**src/rtl/toggle_event_decoder.sv**
```systemverilog
// Toggle-encoded event receiver: synchronizes tog_in, recovers each level
// change as one token, queues tokens behind a valid/ready handshake, and
// keeps a wrapping accepted-event count plus a sticky drop flag.
//
// state       | meaning
// ------------+-------------------------------------------------------------
// ST_DISABLED | decoder off; no tokens created, pending tokens still drainable
// ST_ALIGN    | one cycle; adopt the synchronized level without a token
// ST_RUN      | each synchronized level change creates one token
module toggle_event_decoder #(
  parameter int SYNC_STAGES = 2,
  parameter int PEND_W      = 3,
  parameter int CNT_W       = 8
) (
  input  logic              clk,
  input  logic              rst,
  input  logic              en,
  input  logic              tog_in,
  output logic              ev_valid,
  input  logic              ev_ready,
  output logic [PEND_W-1:0] pending,
  output logic [CNT_W-1:0]  ev_count,
  output logic              ovf,
  input  logic              clr_ovf,
  output logic              level
);

  typedef enum logic [1:0] {
    ST_DISABLED = 2'd0,
    ST_ALIGN    = 2'd1,
    ST_RUN      = 2'd2
  } state_t;

  localparam logic [PEND_W-1:0] PEND_MAX = '1;

  state_t                   state_q, state_d;
  logic [SYNC_STAGES-1:0]   sync_q;
  logic                     sync_out;
  logic                     level_q;
  logic [PEND_W-1:0]        pend_q;
  logic [CNT_W-1:0]         cnt_q;
  logic                     ovf_q;
  logic                     tgl;
  logic                     push;
  logic                     pop;
  logic                     full;
  logic                     drop;
  logic                     level_ld;

  assign sync_out = sync_q[SYNC_STAGES-1];
  assign full     = (pend_q == PEND_MAX);
  assign ev_valid = (pend_q != '0);
  assign pop      = ev_valid && ev_ready;
  assign drop     = push && !pop && full;

  assign pending  = pend_q;
  assign ev_count = cnt_q;
  assign ovf      = ovf_q;
  assign level    = level_q;

  // Synchronizer chain on the asynchronous toggle line; runs in every state.
  always_ff @(posedge clk) begin
    if (rst) sync_q <= '0;
    else     sync_q <= {sync_q[SYNC_STAGES-2:0], tog_in};
  end

  // FSM state register.
  always_ff @(posedge clk) begin
    if (rst) state_q <= ST_DISABLED;
    else     state_q <= state_d;
  end

  // Next-state, token creation and reference-level load decode.
  always_comb begin
    state_d  = state_q;
    level_ld = 1'b0;
    push     = 1'b0;
    tgl      = (sync_out != level_q);
    case (state_q)
      ST_DISABLED: begin
        if (en) state_d = ST_ALIGN;
      end
      ST_ALIGN: begin
        level_ld = 1'b1;
        state_d  = en ? ST_RUN : ST_DISABLED;
      end
      ST_RUN: begin
        push     = tgl;
        level_ld = tgl;
        if (!en) state_d = ST_DISABLED;
      end
      default: state_d = ST_DISABLED;
    endcase
  end

  // Reference level, pending tokens, event count and sticky overflow.
  always_ff @(posedge clk) begin
    if (rst) begin
      level_q <= 1'b0;
      pend_q  <= '0;
      cnt_q   <= '0;
      ovf_q   <= 1'b0;
    end else begin
      if (level_ld) level_q <= sync_out;
      // A simultaneous pop frees a slot, so push+pop never overflows.
      if (push && pop) begin
        cnt_q <= cnt_q + 1'b1;
      end else if (push && !full) begin
        pend_q <= pend_q + 1'b1;
        cnt_q  <= cnt_q + 1'b1;
      end else if (pop) begin
        pend_q <= pend_q - 1'b1;
      end
      if (drop)         ovf_q <= 1'b1;
      else if (clr_ovf) ovf_q <= 1'b0;
    end
  end

endmodule
```
**config.mk**
```make
export PLATFORM = sky130hd
export DESIGN_NAME = toggle_event_decoder
export DESIGN_NICKNAME = d
export VERILOG_FILES = /design/src/rtl/toggle_event_decoder.sv
export SDC_FILE = /design/constraint.sdc
export NUM_CORES = 1
export LEC_CHECK = 0
export ABC_AREA = 1
export BUFFER_PORTS_ARGS = -buffer_cell sky130_fd_sc_hd__buf_2
export CAP_MARGIN = 20
export CORE_ASPECT_RATIO = 0.7
export CORE_UTILIZATION = 30
export DETAILED_ROUTE_END_ITERATION = 7
export GPL_ROUTABILITY_DRIVEN = 0
export GPL_TIMING_DRIVEN = 0
export SLEW_MARGIN = 10
export SYNTH_ARGS = -nofsm -noshare
export SYNTH_HDL_FRONTEND = slang
export SYNTH_SLANG_ARGS = --single-unit
```
**constraint.sdc**
```tcl
create_clock -name clk -period 2.2 [get_ports clk]
set_input_delay 0.33 -clock clk [delete_from_list [all_inputs] [get_ports clk]]
set_output_delay 0.33 -clock clk [all_outputs]
set_load 0.02 [all_outputs]
```
* Word level (Yosys, flattened, before mapping)
Index checks and enable logic that the tools add are counted.
** Operators by class
- $add $sub $neg :: 3
- Multipliers :: 0
- Div/mod/pow operators :: 0
- $lt $le $gt $ge :: 0
- Equality and inequality tests :: 6
- Shifts and indexed selects :: 0
- Multiplexer cells :: 12
- Bitwise operators :: 1
- Reduce and logical (&&, ||, !) cells :: 14
** Operator list (number)
- $mux W8 :: 2
- $add A8 B1 Y8 const B :: 1
- $mux W2 :: 3
- $mux W3 :: 2
- $pmux W2 S3 :: 1
- $reduce_bool A2 Y1 :: 3
- $logic_and A1 B1 Y1 :: 5
- $ne A2 B2 Y1 const B :: 2
- $reduce_and A2 Y1 :: 2
- $add A3 B1 Y3 const B :: 1
- $eq A3 B3 Y1 const B :: 1
- $mux W1 :: 3
- $reduce_bool A3 Y1 :: 1
- $sub A3 B1 Y3 const B :: 1
- $eq A2 B1 Y1 const B :: 1
- $eq A2 B2 Y1 const B :: 1
- $logic_not A1 Y1 :: 2
- $logic_not A2 Y1 :: 1
- $pmux W1 S2 :: 1
- $ne A1 B1 Y1 :: 1
- $not A1 Y1 :: 1
** Word-level totals
- Bits in registers :: 17
- Bits in latches :: 0
- Bits in writable memories :: 0
- Bits in read-only memories :: 0
- Input port bits :: 6
- Word-level logic and storage cells :: 42
- Memories kept :: 0

* Longest topological paths before layout
Gate-level depths: netlist of run 1.
- Depth in word-level cells :: 6
- Depth in mapped cells :: 12

* Least setup slack after synthesis of run 1
Ideal clock, no wire load.
- Path kind :: register -> register
- Start :: register state_q[0]
- End :: register pend_q[2], in the netlist pending[2]
- Library setup time :: 0.113 ns
- Arrival :: 1.608 ns
- Data required time :: 2.087 ns
- Slack :: 0.479 ns
- Stages on the path, launching flop included :: 13
- Period minus slack after synthesis :: 1.721 ns
- Cells stage by stage :: dfxtp_1 inv_1 ha_1 inv_1 a21oi_1 nand3_2 fa_1 inv_1 nand2_1 nand2_1 nor2_1 nor2_1 nor2_1
** On the way
- Cells in the longest elaborated chain, start to end :: 5
- Elaborated cells between the ends (all ways) :: 8
- Classes of those cells :: eq/ne: 1; mux: 2; bitwise: 1; reduce/logical: 4
** RTL lines
- start, declared :: RTL line 36 : state_t state_q, state_d;
- start signal, assigned :: RTL line 70 : else state_q <= state_d;
- $eq A2 B2 Y1 * :: RTL line 79 : case (state_q)
- $mux W1 * :: RTL line 79
- $logic_and A1 B1 Y1, on equally long branches :: RTL line 108, 106
- $reduce_bool A2 Y1 (no line) or $not A1 Y1 (tied branches)
- $reduce_and A2 Y1 (no line)
- end signal, assigned :: RTL line 109 : pend_q <= pend_q + 1'b1;
- end signal, assigned :: RTL line 112 : pend_q <= pend_q - 1'b1;
- end, declared :: RTL line 40 : logic [PEND_W-1:0] pend_q;
Every way passes the cells marked *; elsewhere a longest branch is shown, timed or not.
A chain may end at the register's enable or synchronous reset.

* Final worst setup path of run 1
Ends and elaborated chain as after synthesis.

==> out/metrics.cfg, run 1 <==
[run_status]
status = complete, no violations

[yosys]
yosysTopAreaCell = dfxtp_1
syn_area_per_cell_sq_um = 7.132
syn-num-nets = 141
async_reset_ff_share_pct = 0
synthCells = 130
synthTopCellsByCount = nand2_1 (31), inv_1 (18), dfxtp_1 (17), nor2_1 (15), a21oi_1 (14)
synthTopCellsByArea = dfxtp_1 (37%), nand2_1 (13%), a21oi_1 (7.6%)
ys_seq_elements = 17
synth-main-ff-cell = dfxtp_1
synth.most_common_cell = nand2_1
ys_warn_count = 0
synth_area_sq_um = 927.1
synth-seq-area-share_pct = 36.71
ys_types = 22
synth_top_area_share_pct = 36.71
synth_edf_count = 0

[timing]
fin_ws_ns = 0.3430
tightestPinTransition_ns = 0.5067
setup_tns_ns = 0
setup_viol_count_final = 0
slew_headroom_pct = 66.22
max_freq_mhz = 538.5
period_share_pct = 84.41
final_max_slew_viol_count = 0
rsz0062_at_grt = false
hold_viol = 0
layout_min_cycle_time_ns = 1.857
finalClockSkew_ns = 0.001354

[setup_path]
rr_endpoint = pending[2]$_SDFFE_PP0P_
r2r_slack_ns = 0.34
cp-start-kind = flip-flop
required_ns = 2.35
timing.rr.start = state_q[0]$_SDFFE_PP0P_
cp-end-kind = flip-flop
cp_max_fo = 4
critPathKind = reg -> reg
crit_arrival_ns = 2.01
reg2reg_depth = 12

[clock_network]
worstSkewPairLatency_ns = 0.25
cts_root_buf = clkbuf_8
cts_buffers = 3
ctsHoldBuffers = 0
clkTransAtPathRegs_ns = 0.07
cts_tree = yes
clockBufferDepth = 2
post_cts_resized = 0
post-cts-setup-buffer-count = 0
htree_levels = 1
cts.sinks = 17

[route]
wl_per_cell_um = 9.873
drc = 0
wirelength_um = 1866
ant_nets = 0
dr.pass1.iters = 4
dr.first_iter.drc_count = 37
vias_per_cell = 4.503
dr_total_vias = 851

[final_layout]
seqCellArea_sq_um = 340.3
drive_gt1_share_pct = 21.57
antennaDiodeCount = 0
multi_input_comb_area_sq_um = 511.7
syn2layout_area_growth_pct = 20.11
num-fill-cells = 321
final_net_count = 165

[die]
core_area_sq_mm = 0.002863
die_x_um = 68.45
fp.dieH_um = 48.51
rows = 16
ios = 20
dieArea_sq_mm = 0.003320
start_util_pct = 32.39

[place]
dp_hpwl_um = 1421
dp_slack_ns = 0.3469
io_buffers = 19

[pwr]
powerDensity_mw_per_mm2 = 793.5
ir_drop_v = 0.0003582
power_leakage_nw = 0.5388

[worst_hold_path]
holdPathEnd = sync_q[0]$_SDFF_PP0_
min_path_cells = 3
hold_start = tog_in
hold_path.class = in -> reg

[grt]
grt_pass1_wl_um = 3187
grt-ovfl-total = 0
grtUsageTotal_pct = 12.84
grt_pass1_vias = 714
grt_max_degree = 11
antenna_found_initial = 0

[job]
drv_cap = 0

[area by class of cell]
type                            count  share of cell area (%)
Multi-Input combinational cell     93                   45.95
Sequential cell                    17                   30.56
Timing Repair Buffer               19                   8.539
Inverter                           19                   6.404
Tap cell                           36                   4.045
Clock buffer                        3                   3.708
Clock inverter                      1                  0.4494
Buffer                              1                  0.3371
[cell families (layout without fill, tap and decap cells)]
group,after synthesis,in the layout,synth area share [%]
simple gates,63,63,31.44
compound gates,22,22,13.36
buf+inv,20,43,8.096
flops,17,17,36.71
fa+ha+maj,5,5,7.558
xor+xnor,3,3,2.835
[routing by layer]
metal / up-vias / track usage, % / share of wire [%]
li1: 459 / - / -
met1: 372 / 18.96 / 56
met2: 18 / 16.67 / 38
met3: 2 / 5.660 / 5.3
met4: 0 / 3.125 / 0.43
met5: - / 0 / 0
[cells in the final DEF, fill, tap and decap left out, types with 2 or more instances in the layout]
cell type,synthesis,final
nand3_1,7,7
dfxtp_1,17,17
clkbuf_8,0,3
ha_1,4,4
nand2_4,2,2
inv_1,18,18
nor2_1,15,15
buf_2,0,19
nand3b_1,2,2
nand2_1,31,31
nand4_1,2,2
a21oi_1,14,14
a21oi_2,2,2
o21ai_0,4,4
xor2_1,3,3
[sequential cells by signal, indices dropped and copies added (netlist names)]
name,count
ev_count,8
level,1
ovf,1
pending,3
state_q,2
sync_q,2
[worst max path at each step]
stage	startpoint	end	slack [ns]	depth (start not counted)
2_1_floorplan	state_q[0]$_SDFFE_PP0P_	pending[2]$_SDFFE_PP0P_	0.48	12
3_3_place_gp	state_q[0]$_SDFFE_PP0P_	pending[2]$_SDFFE_PP0P_	0.36	12
3_5_place_dp	state_q[0]$_SDFFE_PP0P_	pending[2]$_SDFFE_PP0P_	0.35	12
4_1_cts	state_q[0]$_SDFFE_PP0P_	pending[2]$_SDFFE_PP0P_	0.33	12
5_1_grt	state_q[0]$_SDFFE_PP0P_	pending[2]$_SDFFE_PP0P_	0.13	12
6_report	state_q[0]$_SDFFE_PP0P_	pending[2]$_SDFFE_PP0P_	0.34	12
[power breakdown]
part,internal [W],switching (W),leakage [nW]
combinational,0.000103,0.000177,0.375
clock,0.000126,0.000108,0.0255
sequential,0.000334,0.0000361,0.138
total,0.000562,0.000321,0.539
[critical path, stage by stage (launching register included)]
cell,delay (ns)
dfxtp_1,0.33
inv_1,0.08
ha_1,0.16
inv_1,0.07
a21oi_1,0.15
nand3_2,0.17
fa_1,0.42
inv_1,0.08
nand2_1,0.07
nand2_1,0.07
nor2_1,0.04
nor2_1,0.08
nor2_1,0.05
[per-stage QoR]
stage / hold WS (ns) / instances / instance area (sq um) / utilization [%] / total power, W
detailed placement: 0.3986 / 185 / 1067 / 37.28 / 0.0006562
global placement: 0.3938 / 185 / 1067 / 37.28 / 0.0006478
finish: 0.2756 / 189 / 1114 / 38.90 / 0.0008837
CTS: 0.2710 / 189 / 1114 / 38.90 / 0.0008953
global route: 0.2689 / 189 / 1114 / 38.90 / 0.0009592
floorplan: 0.3883 / 130 / 927.1 / - / 0.0005836
Note: power is estimated with default switching activity, not from simulation.
==> run 2: changes to the inputs <==
Clock period 2.2 ns to 1.55 ns, I/O delays scaled along.
==> run 2 against run 1 <==
  * The run now ends with setup timing left
  * Global-route usage up 1.1 points
  * Clock-buffer cell count stayed put
  * Worst hold slack worse by 0.095 ns
  * First-iteration DRC count shrank 38%
  * Critical endpoint unchanged
  * Largest cell class unchanged
  * Highest routed layer unchanged
==> out/metrics.cfg, run 2 (synthesis gave the netlist of run 1 again) <==
[pwr]
p_seq_share_pct = 40.3
p_sw_share_pct = 37.16
power_w = 0.001326
combinationalPowerShare_pct = 34.1
powerDensity_mw_per_mm2 = 1081
p_clk_share_pct = 25.6
intPower_w = 0.0008336
power_leakage_nw = 0.5751
ir_drop_v = 0.0003552
p_sw_w = 0.0004928

[worst_hold_path]
hold_path.class = in -> reg

[timing]
holdWs_ns = 0.1807
layout_min_cycle_time_ns = 1.617
tightestPinTransition_ns = 0.5571
setup_viol_count_final = 2
hold_viol = 0
rsz0062_at_grt = true
period_share_pct = 104.3
max_freq_mhz = 618.4
finalClockSkew_ns = 0.003341
final_max_slew_viol_count = 0
fin_ws_ns = -0.06699
slew_headroom_pct = 62.86

[place]
place_area_sq_mm = 0.001094
io_buffers = 19
dp_cells = 185
dp_hpwl_um = 1486

[route]
wl_met3_um = 114
drc = 0
top_layer = met4
wl_met1_um = 1115
wl_per_cell_um = 10.79
vias_per_cell = 4.643
wl_met2_um = 876
wirelength_um = 2115
ant_nets = 0
dr.first_iter.drc_count = 23
dr.pass1.iters = 4
dr_total_vias = 910

[final_layout]
final_util_pct = 42.88
final_cell_count_no_fill = 196
fin_area_sq_mm = 0.001227
drive_gt1_share_pct = 34.38
largest_reg_flops = 8
syn2layout_area_growth_pct = 32.39
antennaDiodeCount = 0
layout_commonest_cell = nand2_1
final_cell_mix = nand2_1 (30), buf_2 (19), inv_1 (15), nor2_1 (15), dfxtp_1 (13)
final_net_count = 172

[setup_path]
cp-start-kind = flip-flop
crit_arrival_ns = 1.77
critPathKind = reg -> reg
required_ns = 1.71
cp_max_fo = 2
cp-end-kind = flip-flop

[die]
start_util_pct = 32.39
fp.dieH_um = 48.51
rows = 16
ios = 20
dieArea_sq_mm = 0.003320
die_x_um = 68.45
core_area_sq_mm = 0.002863

[clock_network]
worstSkewPairLatency_ns = 0.25
cts_root_buf = clkbuf_8
clkTransAtPathRegs_ns = 0.07
clockBufferDepth = 2
cts_tree = yes
cts_buffers = 3
htree_levels = 1
cts.sinks = 17

[run_status]
status = complete, but fails checks
violations = setup timing

[grt]
grt-ovfl-total = 0
grt_max_degree = 11
grt_pass1_vias = 825
grt_pass1_wl_um = 3519
grtUsageTotal_pct = 13.97
antenna_found_initial = 0

[job]
drv_cap = 0

==> run 2: changes by cell type in the layout (fill, tap and decap cells not counted), sizes merged <==
cell,delta
buf,+7
==> run 2: routing by layer <==
metal	GRT usage, %	up-vias
li1	-	476
met1	19.30	412
met2	20.59	20
met3	5.660	2
met4	2.083	0
met5	0	-
==> run 2: power by group through the flow <==
stage / Clock, W / Combinational [W] / Sequential [W]
finish: 0.000340 / 0.000452 / 0.000534
global route: 0.000378 / 0.000514 / 0.000544
CTS: 0.000348 / 0.000429 / 0.000530
detailed placement: 0 / 0.000405 / 0.000541
global placement: 0 / 0.000396 / 0.000538
floorplan: 0 / 0.000274 / 0.000568
==> run 2: worst paths after layout <==
kind	start	end	slack [ns]	depth (start not counted)
max	state_q[0]$_SDFFE_PP0P_	pending[2]$_SDFFE_PP0P_	-0.07	12
min	rst	ev_count[4]$_SDFFE_PP0P_	0.18	2
min reg2reg	sync_q[0]$_SDFF_PP0_	sync_q[1]$_SDFF_PP0_	0.41	2
max reg2reg	state_q[0]$_SDFFE_PP0P_	pending[2]$_SDFFE_PP0P_	-0.07	12
==> run 2: critical path, cell delays in order (launching register included) <==
cell	delay (ns)
dfxtp_2	0.33
inv_2	0.08
ha_4	0.15
inv_4	0.04
a21oi_4	0.13
nand3_4	0.09
fa_2	0.37
inv_2	0.07
nand2_2	0.05
nand2_1	0.06
nor2_1	0.04
nor2_1	0.09
nor2_1	0.04
==> run 2: cell type report <==
class / instances / area [sq um]
clock inverter: 1 / 5.005
buffer: 1 / 3.754
clock buffer: 3 / 41.29
sequential: 17 / 345.3
multi-input combinational: 93 / 565.5
fill: 289 / 1635
timing repair buffer: 26 / 147.6
tap: 36 / 45.04
inverter: 19 / 73.82
==> run 2: per-stage QoR <==
stage          setup slack, ns  TNS [ns]
2_1_floorplan         -0.06088  -0.09369
3_3_place_gp           -0.1466   -0.2500
3_5_place_dp           -0.1800   -0.3105
4_1_cts               -0.05040  -0.07966
5_1_grt                -0.1859   -0.4853
6_report              -0.06699  -0.09844
==> run 2: what timing repair did <==
| action | in CTS | in global routing |
|---|---|---|
| pin swaps | 2 | 2 |
| endpoints found under the setup margin | 2 | 2 |
| setup buffers | 5 | 2 |
| gates resized for setup | 3 | 4 |
| hold buffers | 0 | 0 |
